File: config.mk
export PLATFORM = sky130hd
export DESIGN_NAME = io_tile_top_param
export DESIGN_NICKNAME = d
export VERILOG_FILES = /design/src/rtl/io_tile_top_param.sv
export SDC_FILE = /design/constraint.sdc
export NUM_CORES = 1
export LEC_CHECK = 0
export ABC_AREA = 1
export CAP_MARGIN = 15
export CORE_MARGIN = 2
export CORE_UTILIZATION = 40
export CTS_CLUSTER_DIAMETER = 40
export CTS_CLUSTER_SIZE = 16
export DETAILED_ROUTE_END_ITERATION = 10
export PLACE_DENSITY_LB_ADDON = 0.3
export SYNTH_ARGS = -nofsm -noshare
export SYNTH_HDL_FRONTEND = slang
export SYNTH_SLANG_ARGS = --single-unit
File: constraint.sdc
create_clock -name config_clock -period 1.9 [get_ports config_clock]
set_input_delay 0.38 -clock config_clock [delete_from_list [all_inputs] [get_ports config_clock]]
set_output_delay 0.38 -clock config_clock [all_outputs]
set_load 0.02 [all_outputs]
File: src/rtl/io_tile_top_param.sv
// io_tile_top_param: kFPGA fabric-edge IO tile.
// A serial configuration chain with a frame counter, plus a configurable
// crossbar between IO pads and interconnect tracks.
// Optional feature macro: KFPGA_IO_TILE_SHADOW_EN
//   defined   -> a separate shadow register applies a frame atomically on commit
//   undefined -> the datapath follows the shift register directly; commit ignored
module io_tile_top_param #(
  parameter int unsigned IO_COUNT = 4,
  parameter int unsigned IC_WIDTH = 10
) (
  input  logic                config_clock,
  input  logic                config_nreset,
  input  logic                config_in,
  output logic                config_out,
  input  logic                config_enable,
  input  logic                config_commit,
  output logic                config_loaded,
  output logic                config_error,
  input  logic [IO_COUNT-1:0] data_from_io,
  output logic [IO_COUNT-1:0] data_to_io,
  input  logic [IC_WIDTH-1:0] data_from_ic,
  output logic [IC_WIDTH-1:0] data_to_ic
);

  localparam int unsigned SEL_IC   = (IC_WIDTH > 1) ? $clog2(IC_WIDTH) : 1;
  localparam int unsigned SEL_IO   = (IO_COUNT > 1) ? $clog2(IO_COUNT) : 1;
  localparam int unsigned PAD_FW   = SEL_IC + 1;
  localparam int unsigned TRK_FW   = SEL_IO + 1;
  localparam int unsigned TRK_BASE = IO_COUNT * PAD_FW;
  localparam int unsigned CW       = TRK_BASE + IC_WIDTH * TRK_FW;
  localparam int unsigned CNT_W    = $clog2(CW + 1);

  logic [CW-1:0]    sr;
  logic [CW-1:0]    act;
  logic [CNT_W-1:0] cnt;
  logic [CNT_W-1:0] cnt_nxt;
  logic             loaded_c;
  logic             commit_ok_c;

  assign loaded_c      = (cnt == CNT_W'(CW));
  assign config_loaded = loaded_c;
  assign config_out    = sr[CW-1];

  // Configuration shift register; first bit in travels to the MSB.
  always_ff @(posedge config_clock or negedge config_nreset) begin
    if (!config_nreset) begin
      sr <= '0;
    end else if (config_enable) begin
      sr <= {sr[CW-2:0], config_in};
    end
  end

  // Frame bit counter: saturates at CW, restarts on an accepted commit.
  always_comb begin
    cnt_nxt = cnt;
    if (config_enable && !loaded_c) begin
      cnt_nxt = cnt + CNT_W'(1);
    end
    if (commit_ok_c) begin
      cnt_nxt = config_enable ? CNT_W'(1) : CNT_W'(0);
    end
  end

  // Counter state register.
  always_ff @(posedge config_clock or negedge config_nreset) begin
    if (!config_nreset) begin
      cnt <= '0;
    end else begin
      cnt <= cnt_nxt;
    end
  end

`ifdef KFPGA_IO_TILE_SHADOW_EN
  assign commit_ok_c = config_commit && loaded_c;

  // Shadow register captures the pre-shift frame on an accepted commit.
  always_ff @(posedge config_clock or negedge config_nreset) begin
    if (!config_nreset) begin
      act <= '0;
    end else if (commit_ok_c) begin
      act <= sr;
    end
  end

  // Sticky flag for a commit requested before a full frame was loaded.
  always_ff @(posedge config_clock or negedge config_nreset) begin
    if (!config_nreset) begin
      config_error <= 1'b0;
    end else if (config_commit && !loaded_c) begin
      config_error <= 1'b1;
    end
  end
`else
  logic unused_commit;

  // Without a shadow the crossbar is driven straight from the chain.
  assign act           = sr;
  assign commit_ok_c   = 1'b0;
  assign config_error  = 1'b0;
  assign unused_commit = config_commit;
`endif

  // Pad outputs: each pad selects one track; disabled or out-of-range gives 0.
  for (genvar i = 0; i < int'(IO_COUNT); i++) begin : g_pad
    localparam int unsigned BASE = i * PAD_FW;
    logic              en;
    logic [SEL_IC-1:0] sel;
    assign en            = act[BASE];
    assign sel           = act[BASE+1 +: SEL_IC];
    assign data_to_io[i] = (en && (32'(sel) < IC_WIDTH)) ? data_from_ic[sel] : 1'b0;
  end

  // Track outputs: each track selects one pad; disabled or out-of-range gives 0.
  for (genvar j = 0; j < int'(IC_WIDTH); j++) begin : g_trk
    localparam int unsigned BASE = TRK_BASE + j * TRK_FW;
    logic              en;
    logic [SEL_IO-1:0] sel;
    assign en            = act[BASE];
    assign sel           = act[BASE+1 +: SEL_IO];
    assign data_to_ic[j] = (en && (32'(sel) < IO_COUNT)) ? data_from_io[sel] : 1'b0;
  end

endmodule

# Yosys cells after proc, flatten, opt, wreduce, memory -nomap -nowiden
# Cells that the tools add are included.
[word_totals]
reg_bits = 56
input_bits = 19
mem_bits_ro = 0
latchBits = 0
n_memories = 0
mem_bits_rw = 0
elab_cells = 70
output_inout_bits = 17
[op_classes]
mux = 42
n_bitwise = 0
n_shift = 0
n_eq_ne = 1
reduce_logical = 6
magnitude_cmp = 18
n_mul = 0
div = 0
addsub = 1
[ops]
columns = ["op", "n"]
rows = [
  ["$lt 2x3->1 const B", 10],
  ["$mux 1", 28],
  ["$bmux 1 s2", 10],
  ["$lt 4x5->1 const B", 4],
  ["$bmux 1 s4", 4],
  ["$lt 4x4->1 const B", 4],
  ["$add 6x1->6 const B", 1],
  ["$eq 6x6->1 const B", 1],
  ["$logic_and 1x1->1", 5],
  ["$logic_not 1->1", 1],
]

# Logic depth before layout (Yosys ltp)
[depth]
ltp_word = 3
mapped_depth = 7
ltp_nobuf = 7

# Worst setup path before layout
# Ideal clock, no wire load.
[synth_timing]
path_kind = "input to output"
start = "in data_from_io[2]"
end = "out data_to_ic[9]"
cell_stages = 3
required_ns = 1.520
n_path_buf = 1
slack_ns = 0.373
t_arrival_ns = 1.147
path_cell_list = "clkbuf_1 > o211ai_1 > a21oi_1"
[synth_between]
elab_chain_len = 3
[synth_rtl]
columns = ["item", "line", "source"]
rows = [
  ["from (decl)", "19", "input logic [IO_COUNT-1:0] data_from_io,"],
  ["$bmux 1 s2", "120", "assign data_to_ic[j] = (en && (32'(sel) < IO_COUNT)) ? data_from_io[sel] : 1'b0;"],
  ["$mux 1 (implied by the code)", "120", ""],
  ["$mux 1", "120", ""],
  ["to (decl)", "22", "output logic [IC_WIDTH-1:0] data_to_ic"],
]
# Every way passes these cells. The select of a mux whose other input is x is not followed.

# Final worst setup path
[layout_timing]
start = "in data_from_ic[8]"
end = "out data_to_io[3]"
[layout_between]
elab_chain_len = 3
[layout_rtl]
columns = ["item", "line", "source"]
rows = [
  ["from (decl)", "21", "input logic [IC_WIDTH-1:0] data_from_ic,"],
  ["$bmux 1 s4", "110", "assign data_to_io[i] = (en && (32'(sel) < IC_WIDTH)) ? data_from_ic[sel] : 1'b0;"],
  ["$mux 1 (implied by the code)", "110", ""],
  ["$mux 1", "110", ""],
  ["to (decl)", "20", "output logic [IO_COUNT-1:0] data_to_io,"],
]
# Every way passes these cells. The select of a mux whose other input is x is not followed.

==> impl_metrics.prom <==
# TYPE chip_impl_metric gauge
chip_impl_metric{name="crit_arrival",unit="ns"} 1.48
chip_impl_metric{name="post_drt_wl_per_cell",unit="microns"} 12.08
chip_impl_metric{name="mappedNetlistNets",unit=""} 402
chip_impl_metric{name="post_synth_fa_ha_maj_area_fraction",unit=""} 0.008587
chip_impl_metric{name="final-max-slew-violation-count",unit=""} 0
chip_impl_info{name="criticalPathCategory",value="primary input to primary output"} 1
chip_impl_info{name="worst_hold_path_type",value="primary input to register"} 1
chip_impl_metric{name="cts_num_sinks",unit=""} 56
chip_impl_metric{name="hold_viol_final",unit=""} 0
chip_impl_metric{name="ff2ff_path_depth",unit=""} 6
chip_impl_metric{name="clkTransAtPathRegs",unit="ns"} 0.11
chip_impl_metric{name="critical_path.max_fanout",unit=""} 4
chip_impl_metric{name="grt_antenna_before_repair",unit=""} 0
chip_impl_info{name="topRoutingLayerUsed",value="met4"} 1
chip_impl_metric{name="synth-compound-area-share",unit=""} 0.1769
chip_impl_metric{name="wl_met1",unit="mm"} 3.046
chip_impl_metric{name="post-layout-total-power",unit="uW"} 3213
chip_impl_metric{name="cts-buffers-inserted",unit=""} 5
chip_impl_metric{name="dp_hpwl",unit="mm"} 4.262
chip_impl_metric{name="die_height",unit="microns"} 89.35
chip_impl_metric{name="yosys.area_share.xor_xnor",unit=""} 0.01503
chip_impl_info{name="clockRootBuffer",value="sky130_fd_sc_hd__clkbuf_8"} 1
chip_impl_metric{name="worstMarginPinSlew",unit="ns"} 0.5705
chip_impl_metric{name="ys_types",unit=""} 21
chip_impl_metric{name="place.detailed.instances",unit=""} 511
chip_impl_metric{name="number_of_flip_flops_and_latches_in_the_synthesized_netlist",unit=""} 56
chip_impl_metric{name="synthCells",unit=""} 381
chip_impl_metric{name="first_pass_iters",unit=""} 5
chip_impl_metric{name="wire_length_of_the_first_global_routing_pass",unit="mm"} 10.56
chip_impl_metric{name="diode_insertion_count_for_antenna_repair",unit=""} 0
chip_impl_info{name="status",value="completed"} 1
chip_impl_metric{name="yosysWarnings",unit=""} 0
chip_impl_metric{name="setup-tns-final",unit="ns"} 0
chip_impl_metric{name="std_cell_rows",unit=""} 31
chip_impl_info{name="synth_top_cells_by_area",value="sky130_fd_sc_hd__dfrtp_1, sky130_fd_sc_hd__nand2_1, sky130_fd_sc_hd__o21ai_0"} 1
chip_impl_metric{name="vdd_drop_max",unit="V"} 0.0004792
chip_impl_info{name="cts_tree",value="built"} 1
chip_impl_metric{name="grt_overflow_total",unit=""} 0
chip_impl_metric{name="layout_min_cycle_time",unit="ns"} 1.856
chip_impl_metric{name="post-route-period-util",unit=""} 0.9770
chip_impl_metric{name="floorplan.die_area",unit="sq mm"} 0.007983
chip_impl_info{name="rsz_0062_raised_after_global_routing",value="yes"} 1
chip_impl_metric{name="cts_setup_buffers",unit=""} 0
chip_impl_metric{name="report.final.setup_viol",unit=""} 0
chip_impl_metric{name="die_width",unit="microns"} 89.35
chip_impl_metric{name="pin_count_of_the_biggest_net_entering_global_routing",unit=""} 67
chip_impl_metric{name="met3WireLength",unit="microns"} 268
chip_impl_metric{name="portBuffers",unit=""} 33
chip_impl_metric{name="first_iter_violations",unit=""} 141
chip_impl_info{name="worstSetupEndpointType",value="primary output"} 1
chip_impl_metric{name="number_of_nets_in_the_layout",unit=""} 443
chip_impl_metric{name="multi_input_comb_area",unit="sq mm"} 0.001244
chip_impl_metric{name="synth_top_area_frac",unit=""} 0.4809
chip_impl_metric{name="layout.area.seq",unit="sq mm"} 0.001406
chip_impl_info{name="critical_path.startpoint_type",value="primary input"} 1
chip_impl_metric{name="post_route_cells_drive_above_1_share",unit=""} 0.1868
chip_impl_metric{name="global_route.usage.total",unit=""} 0.1687
chip_impl_metric{name="pin_count",unit=""} 36
chip_impl_info{name="post-synth-top-area-cell",value="sky130_fd_sc_hd__dfrtp_1"} 1
chip_impl_metric{name="drcViolationCount",unit=""} 0
chip_impl_metric{name="drt-vias-per-instance",unit=""} 4.839
chip_impl_metric{name="yosys.area_share.simple",unit=""} 0.2095
chip_impl_metric{name="achievable-frequency",unit="GHz"} 0.5387
chip_impl_metric{name="post_synth.cell_area_avg",unit="sq um"} 7.648
chip_impl_metric{name="maxSlewHeadroom",unit=""} 0.6193
chip_impl_metric{name="place.gp.congestion",unit=""} 0.8442
chip_impl_metric{name="clkLatencyLatePin",unit="ns"} 0.31
chip_impl_metric{name="fillers",unit=""} 710
chip_impl_metric{name="final_cell_count_no_fill",unit=""} 522
chip_impl_metric{name="power.density",unit="mW/mm^2"} 901.7
chip_impl_metric{name="h-tree-depth",unit=""} 2
chip_impl_metric{name="timing.critical_path.required",unit="ns"} 1.52
chip_impl_metric{name="synth.mux.area_fraction",unit=""} 0
chip_impl_metric{name="start_util",unit=""} 0.4083
chip_impl_metric{name="seq_area_frac_synth",unit=""} 0.4809
chip_impl_metric{name="final.setup_skew",unit="ns"} 0.007176
chip_impl_metric{name="drt_wl_total",unit="mm"} 6.304
chip_impl_metric{name="clock_path_buffers",unit=""} 2
chip_impl_metric{name="syn_area",unit="sq mm"} 0.002914
chip_impl_metric{name="detailroute.wirelength.met2",unit="mm"} 2.952
chip_impl_info{name="main_combinational_cell_family_by_area_after_synthesis",value="simple AND/OR/NAND/NOR gates"} 1
chip_impl_metric{name="worst_hold_path.num_cells",unit=""} 3
chip_impl_metric{name="power_leakage",unit="uW"} 0.001723
chip_impl_metric{name="antenna_left",unit=""} 0
chip_impl_metric{name="max_cap_violations",unit=""} 0
chip_impl_metric{name="via_count",unit=""} 2526
chip_impl_metric{name="area_of_the_core",unit="sq mm"} 0.007137
chip_impl_metric{name="area_growth_syn_to_layout",unit="%"} 22.28
chip_impl_metric{name="first_global_vias",unit=""} 2282
-- cells by family (layout without fill, tap and decap cells) --
| family | after synthesis | count (layout) |
|---|---|---|
| AOI/OAI and AO/OA | 98 | 98 |
| xor gates and xnor gates | 5 | 5 |
| adders and majority gates | 2 | 2 |
| buffers and inverters | 74 | 116 |
| DFF | 56 | 56 |
| other | 1 | 1 |
| and+or+nand+nor | 145 | 145 |
-- registers in the layout, indices dropped and copies added (netlist names) --
name and count:
act 50, cnt 6
-- timing repair --
action	4_1_cts	5_1_grt
setup endpoints to repair	15	13
gates cloned	2	0
hold buffers	1	0
pin swaps	5	12
resized for setup	83	37
hold endpoints to repair	15	0
-- where the power goes --
| part | internal [uW] | switching [uW] |
|---|---|---|
| logic | 388 | 500 |
| registers | 1420 | 234 |
| clock network | 266 | 405 |
-- critical path, stage by stage --
cell	delay, ns
sky130_fd_sc_hd__clkdlybuf4s50_1	0.47
sky130_fd_sc_hd__inv_2	0.06
sky130_fd_sc_hd__o21ai_1	0.13
sky130_fd_sc_hd__nand4_1	0.12
sky130_fd_sc_hd__a21oi_2	0.17
sky130_fd_sc_hd__buf_6	0.14
-- final timing paths --
path                                 startpoint       endpoint  slack (ns)
worst max-delay path            data_from_ic[8]  data_to_io[3]        0.04
worst min-delay path              config_enable        act[38]        0.45
worst max register to register           cnt[0]         cnt[2]        0.68
worst min register to register          act[20]        act[21]        0.50
max in group asynchronous         config_nreset        act[11]        0.75
min in group asynchronous         config_nreset        act[38]        0.53
-- synth_stat cells --
cell type / n
sky130_fd_sc_hd__conb_1: 1
sky130_fd_sc_hd__nand4_1: 5
sky130_fd_sc_hd__nor2_1: 4
sky130_fd_sc_hd__clkinv_1: 2
sky130_fd_sc_hd__clkbuf_1: 5
sky130_fd_sc_hd__a21oi_1: 24
sky130_fd_sc_hd__inv_2: 4
sky130_fd_sc_hd__xnor2_1: 2
sky130_fd_sc_hd__nand2_1: 105
sky130_fd_sc_hd__nand2_4: 1
sky130_fd_sc_hd__buf_2: 5
sky130_fd_sc_hd__nand2_2: 1
sky130_fd_sc_hd__ha_1: 2
sky130_fd_sc_hd__dfrtp_1: 56
sky130_fd_sc_hd__buf_4: 8
sky130_fd_sc_hd__inv_1: 50
sky130_fd_sc_hd__xor2_1: 3
sky130_fd_sc_hd__o211ai_1: 10
sky130_fd_sc_hd__nand3_1: 28
sky130_fd_sc_hd__nand4_2: 1
sky130_fd_sc_hd__o21ai_0: 64
-- metrics by stage --
step	hold WS, ns	instance area (sq um)	util	setup slack (ns)
6_report	0.4463	3563	0.4993	0.04361
4_1_cts	0.4389	3482	0.4879	0.004022
2_1_floorplan	0.08441	2914	-	0.3730
3_5_place_dp	0.3419	3412	0.4781	-0.5591
3_3_place_gp	0.3379	3412	0.4781	-0.5587
5_1_grt	0.4510	3563	0.4993	-0.02132
-- routing by layer --
layer  GRT usage  up-vias
met5           0        -
met4     0.05156        0
met3     0.02493        2
met2      0.2653       56
met1      0.2415     1163
li1            -     1305
-- layout by cell type, fill, tap and decap left out, types with 5 or more instances in the layout --
cell,instances
sky130_fd_sc_hd__nand4_1,5
sky130_fd_sc_hd__clkbuf_8,5
sky130_fd_sc_hd__inv_2,14
sky130_fd_sc_hd__dlymetal6s2s_1,10
sky130_fd_sc_hd__buf_2,10
sky130_fd_sc_hd__o211ai_1,10
sky130_fd_sc_hd__dfrtp_1,52
sky130_fd_sc_hd__nand3_1,24
sky130_fd_sc_hd__inv_1,39
sky130_fd_sc_hd__a21oi_1,21
sky130_fd_sc_hd__buf_4,16
sky130_fd_sc_hd__nand2_1,101
sky130_fd_sc_hd__o21ai_0,59
sky130_fd_sc_hd__buf_6,5
sky130_fd_sc_hd__nand2_2,5
-- area by class of cell --
| cell class | instances | area share |
|---|---|---|
| Sequential cell | 56 | 0.3947 |
| Clock buffer | 5 | 0.01931 |
| Tap cell | 99 | 0.03476 |
| Timing Repair Buffer | 52 | 0.1355 |
| Multi-Input combinational cell | 251 | 0.3490 |
| Inverter | 56 | 0.06039 |
| Clock inverter | 3 | 0.006320 |
Power figures use the tool's default switching activity.
==> variant 1, RTL diff (config.mk and constraints unchanged) <==
Add an input register stage for `config_in`, `config_enable`, `data_from_io` and `data_from_ic`, cleared by the reset; this delays them by one clock. The other inputs are not delayed to match.
--- a/src/rtl/io_tile_top_param.sv
+++ b/src/rtl/io_tile_top_param.sv
@@ -32,2 +32,21 @@
 
+  logic config_q;
+  logic config_enable_q;
+  logic [IO_COUNT-1:0] data_from_io_q;
+  logic [IC_WIDTH-1:0] data_from_ic_q;
+
+  always_ff @(posedge config_clock or negedge config_nreset) begin
+    if (!config_nreset) begin
+      config_q        <= '0;
+      config_enable_q <= '0;
+      data_from_io_q  <= '0;
+      data_from_ic_q  <= '0;
+    end else begin
+      config_q        <= config_in;
+      config_enable_q <= config_enable;
+      data_from_io_q  <= data_from_io;
+      data_from_ic_q  <= data_from_ic;
+    end
+  end
+
   logic [CW-1:0]    sr;
@@ -47,4 +66,4 @@
       sr <= '0;
-    end else if (config_enable) begin
-      sr <= {sr[CW-2:0], config_in};
+    end else if (config_enable_q) begin
+      sr <= {sr[CW-2:0], config_q};
     end
@@ -55,3 +74,3 @@
     cnt_nxt = cnt;
-    if (config_enable && !loaded_c) begin
+    if (config_enable_q && !loaded_c) begin
       cnt_nxt = cnt + CNT_W'(1);
@@ -59,3 +78,3 @@
     if (commit_ok_c) begin
-      cnt_nxt = config_enable ? CNT_W'(1) : CNT_W'(0);
+      cnt_nxt = config_enable_q ? CNT_W'(1) : CNT_W'(0);
     end
@@ -109,3 +128,3 @@
     assign sel           = act[BASE+1 +: SEL_IC];
-    assign data_to_io[i] = (en && (32'(sel) < IC_WIDTH)) ? data_from_ic[sel] : 1'b0;
+    assign data_to_io[i] = (en && (32'(sel) < IC_WIDTH)) ? data_from_ic_q[sel] : 1'b0;
   end
@@ -119,3 +138,3 @@
     assign sel           = act[BASE+1 +: SEL_IO];
-    assign data_to_ic[j] = (en && (32'(sel) < IO_COUNT)) ? data_from_io[sel] : 1'b0;
+    assign data_to_ic[j] = (en && (32'(sel) < IO_COUNT)) ? data_from_io_q[sel] : 1'b0;
   end
Check against the original RTL: not equivalent (a bounded check fails within 4 cycles, from zero or initial values and one cycle with config_nreset low).
==> variant 1 against the original RTL <==
  * Utilization is 0.89 points higher
  * Cell area up 16%
  * Routed wire length is 14% higher
  * Sequential cell count up 16
  * Count of clock-buffer cells in the layout grew 7
  * Clock power up 85%
  * Register-to-register slack got worse by 0.11 ns
  * Worst setup slack lost 0.018 ns
  * Total power grew 21%
  * Combinational power fell by 16%
  * First-iteration DRC count grew 0.71%
  * Synthesized area grew 14%
  * Final cell count up 5.4%
==> variant 1: results (changes against the original RTL) <==
Finish
  • Largest registers ranked by flip-flop count: act x50, data_from_ic_q x10, cnt x6 (was act x50, cnt x6)
  • Share of cells above drive strength 1: 21.80% (was 18.68%)

Power
  • Power Clock: 1.24 mW (was 0.671 mW)
  • Static leakage power: 1.851 nW (was 1.723 nW)
  • Register share of total power: 48.8% (was 51.5%)
  • Switching power share of the total: 30.21% (was 35.42%)
  • Power Internal: 2.711 mW (was 2.075 mW)

Logic synthesis
  • Post-synthesis sequential area ratio: 54.36% (was 48.09%)
  • Most area-consuming cells after synthesis: sky130_fd_sc_hd__dfrtp_1 (54%), sky130_fd_sc_hd__nand2_1 (12%), sky130_fd_sc_hd__o21ai_0 (9.7%), sky130_fd_sc_hd__inv_1 (5.7%), sky130_fd_sc_hd__nand3_1 (4.2%) (was sky130_fd_sc_hd__dfrtp_1 (48%), sky130_fd_sc_hd__nand2_1 (14%), sky130_fd_sc_hd__o21ai_0 (11%), sky130_fd_sc_hd__inv_1 (6.4%), sky130_fd_sc_hd__nand3_1 (4.8%))
  • Mean cell area of the mapped netlist: 8.349 µm² (was 7.648 µm²)
  • Net count of the mapped netlist: 418 (was 402)
  • Post-synth top cells: sky130_fd_sc_hd__nand2_1 (105), sky130_fd_sc_hd__dfrtp_1 (72), sky130_fd_sc_hd__o21ai_0 (64), sky130_fd_sc_hd__inv_1 (50), sky130_fd_sc_hd__nand3_1 (28) (was sky130_fd_sc_hd__nand2_1 (105), sky130_fd_sc_hd__o21ai_0 (64), sky130_fd_sc_hd__dfrtp_1 (56), sky130_fd_sc_hd__inv_1 (50), sky130_fd_sc_hd__nand3_1 (28))

GRT
  • Maximum number of pins on one net before global-route repair: 81 (was 67)
  • Global Route Usage Sum: 17.14% (was 16.87%)

Run status
  • Run status: complete, no violations (unchanged)

Worst setup path
  • Critical Path Source Type: flop (was input pin)
  • CP delay by family, top: flip-flops (was buffers and inverters)
  • Peak fanout along the critical path: 8 (was 4)
  • Depth of the most critical reg-to-reg path: 7 (was 6)
  • Timing startpoint of the critical path: act[11]$_DFFE_PN0P_ (was data_from_ic[8])
  • Cell type of the slowest stage on the worst timing path: sky130_fd_sc_hd__dfrtp_2 (was sky130_fd_sc_hd__clkdlybuf4s50_1)

Placement
  • Routability congestion estimate: 0.7957 (was 0.8442)
  • Half-perimeter wire length after detailed placement: 4539 µm (was 4262 µm)

Route
  • Met1 layer wirelength in the final routing: 3227 µm (was 3046 µm)
  • Vias: 2702 (was 2526)
  • Met2 wire length: 3625 µm (was 2952 µm)

STA
  • Min Hold Slack: 0.4670 ns (was 0.4463 ns)
  • Headroom to the max-slew limit: 60.79% (was 61.93%)

CTS
  • Inserted Clock Buffers: 9 (was 5)
  • Clk pin slew, worst setup/hold paths: 0.08 ns (was 0.11 ns)

Hold path
  • Worst hold-check path type: in2async (was in2reg)
==> variant 1: layout make-up <==
type / count / area (µm²)
multi-input combinational: 251 / 1323
clock buffer: 12 / 155.1
sequential: 72 / 1809
timing repair buffer: 50 / 449.2
fill: 752 / 4000
clock inverter: 4 / 51.30
inverter: 56 / 215.2
tap: 105 / 131.4
==> variant 1: cells by family (layout without fill, tap and decap cells) <==
| kind of cell | Yosys count | in the layout | synth area share, % |
|---|---|---|---|
| flops | 72 | 72 | 54.36 |
| compound gates | 98 | 98 | 15.55 |
| other cells | 1 | 1 | 0.1131 |
| xor+xnor | 5 | 5 | 1.321 |
| simple gates | 145 | 145 | 18.42 |
| fa+ha+maj | 2 | 2 | 0.7549 |
| buf+inv | 74 | 122 | 9.475 |
==> variant 1: timing repair <==
action                     4_1_cts  5_1_grt
cloned                           0        1
buffers inserted                 0        3
setup endpoints to repair       15       14
hold buffers                     1        0
hold endpoints to repair        14        0
resized for setup               63       65
pin swaps                        0       23
==> variant 2, RTL diff (same settings) <==
Made on the original files. Change the parameter `IC_WIDTH` from 10 to 12.
--- a/src/rtl/io_tile_top_param.sv
+++ b/src/rtl/io_tile_top_param.sv
@@ -8,3 +8,3 @@
   parameter int unsigned IO_COUNT = 4,
-  parameter int unsigned IC_WIDTH = 10
+  parameter int unsigned IC_WIDTH = 12
 ) (
Ports: changed (resized data_from_ic and data_to_ic); port bits go from 36 to 40. No check against the original RTL was run, so the function may have changed too.
==> variant 2 against the original RTL <==
  * The run now ends with setup timing left
  * Cell area is 24% higher
  * Synthesized cell count increased by 14%
  * Fmax fell by 4.6%
  * Sequential power is 8% higher
  * Routed wire length up 26%
  * Sequential cell count rose by 6
  * Clock skew rose by 0.0020 ns
  * Worst setup slack worse by 0.089 ns
  * Critical path depth increased by 1
  * Utilization up 4.4 points
  * Synthesized area is 14% higher
  * Hold slack got worse by 0.063 ns
  * Total power rose by 44%
  * Largest cell class unchanged
  * Largest power group unchanged
==> variant 2: results (changes against the original RTL) <==
Worst setup path
  • Depth of the most critical reg-to-reg path: 11 (was 6)
  • R2r endpoint: cnt[5]$_DFFE_PN0P_ (was cnt[2]$_DFFE_PN0P_)
  • Cell type of the slowest stage on the worst timing path: sky130_fd_sc_hd__dfrtp_2 (was sky130_fd_sc_hd__clkdlybuf4s50_1)
  • CP delay by family, top: flip-flops (was buffers and inverters)
  • Slack of the worst reg-to-reg path: 0.55 ns (was 0.68 ns)
  • Worst EP arrival: 1.57 ns (was 1.48 ns)
  • Reg-to-reg critical path startpoint: cnt[1]$_DFFE_PN0P_ (was cnt[0]$_DFFE_PN0P_)
  • Slowest cell delay on critical path: 0.44 ns (was 0.47 ns)

Placement
  • Post-Place Worst Slack: -0.6023 ns (was -0.5591 ns)
  • Number of port buffers: 37 (was 33)
  • Half-perimeter wire length after detailed placement: 4926 µm (was 4262 µm)
  • Routability congestion estimate: 0.8725 (was 0.8442)
  • Post-detailed-placement cell area: 3819 µm² (was 3412 µm²)

Run status
  • Run status: finished with violations (was complete, no violations)
  • Violated checks: setup timing

Logic synthesis
  • Net count of the mapped netlist: 457 (was 402)
  • Post-synthesis sequential area ratio: 46.85% (was 48.09%)

GRT
  • Vias in the first global route: 2625 (was 2282)
  • Met3 Usage GRT: 3.272% (was 2.493%)
  • Maximum number of pins on one net before global-route repair: 47 (was 67)
  • First-pass GRT wire length: 12450 µm (was 10560 µm)
  • Routing usage on met1: 25.14% (was 24.15%)

Route
  • Routed wire length on met3: 331 µm (was 268 µm)
  • Vias: 3011 (was 2526)
  • Met1 layer wirelength in the final routing: 3936 µm (was 3046 µm)
  • Detailed router's first-iteration violation count: 163 (was 141)
  • Detailed-route wire length: 7963 µm (was 6304 µm)

CTS
  • Count of H-tree levels built during CTS: 3 (was 2)
  • Inserted Clock Buffers: 9 (was 5)
  • Worst skew pair latency: 0.34 ns (was 0.31 ns)
  • Clk pin slew, worst setup/hold paths: 0.07 ns (was 0.11 ns)

STA
  • Number of endpoints failing setup at the final stage: 4 (was 0)
  • Minimum setup slack in the final design: -0.04519 ns (was 0.04361 ns)
  • Min Hold Slack: 0.3833 ns (was 0.4463 ns)
  • Setup_tns: -0.1206 ns (was 0 ns)
  • Largest clock skew in the final design: 0.009169 ns (was 0.007176 ns)

Finish
  • Share of cells above drive strength 1: 25.84% (was 18.68%)
  • Final core utilization: 54.30% (was 49.93%)
  • Largest registers ranked by flip-flop count: act x56, cnt x6 (was act x50, cnt x6)
  • Count of nets after finishing: 521 (was 443)

Power
  • Peak VDD IR: 0.6687 mV (was 0.4792 mV)
  • Static leakage power: 2.088 nW (was 1.723 nW)
  • Switching power share of the total: 31.43% (was 35.42%)

Hold path
  • End point of the most critical hold path: cnt[2]$_DFFE_PN0P_ (was act[38]$_DFFE_PN0P_)
## variant 2: cell types whose count changed in the layout (fill, tap and decap cells not counted), moves of 7 or more
cell                      unedited run  this run
sky130_fd_sc_hd__nand2_1           101       109
sky130_fd_sc_hd__buf_4              16        28
sky130_fd_sc_hd__o21ai_1             4        11
sky130_fd_sc_hd__buf_6               5        12
sky130_fd_sc_hd__nand3_2             4        15
sky130_fd_sc_hd__nand3_1            24        17
## variant 2: layout make-up
cell class | instances | area (µm²)
fill | 749 | 3717
sequential | 62 | 1556
multi-input combinational | 288 | 1508
timing repair buffer | 74 | 699.4
inverter | 63 | 251.5
clock buffer | 10 | 137.6
clock inverter | 6 | 132.6
tap | 105 | 131.4
## variant 2: what timing repair did
item	CTS	global route
gates cloned	0	1
buffers inserted	4	13
pin swaps	17	27
hold buffers	1	0
hold endpoints to repair	17	0
setup endpoints to repair	17	13
gates resized for setup	104	70
## variant 2: worst max-delay path by stage
stage	from	endpoint	cells after the start
2_1_floorplan	act[1]$_DFFE_PN0P_	data_to_io[0]	6
3_3_place_gp	data_from_ic[11]	data_to_io[0]	8
3_5_place_dp	data_from_ic[11]	data_to_io[0]	8
4_1_cts	data_from_ic[5]	data_to_io[0]	8
5_1_grt	act[1]$_DFFE_PN0P_	data_to_io[0]	8
6_report	act[16]$_DFFE_PN0P_	data_to_io[3]	7
## variant 2: cells by family after synthesis
family          synth area share, %
simple gates                  20.51
compound gates                19.19
buf+inv                       11.52
flops                         46.85
xor+xnor                      1.058
fa+ha+maj                    0.7555
other cells                  0.1132
## variant 2: power groups by stage
stage               clock [mW]  sequential (mW)  combinational, mW
floorplan                    0             1.77              0.741
global placement             0             1.82               1.03
detailed placement           0             1.83               1.06
CTS                       1.59             1.81               1.06
global route              1.65             1.84               1.41
finish                    1.56             1.80               1.25
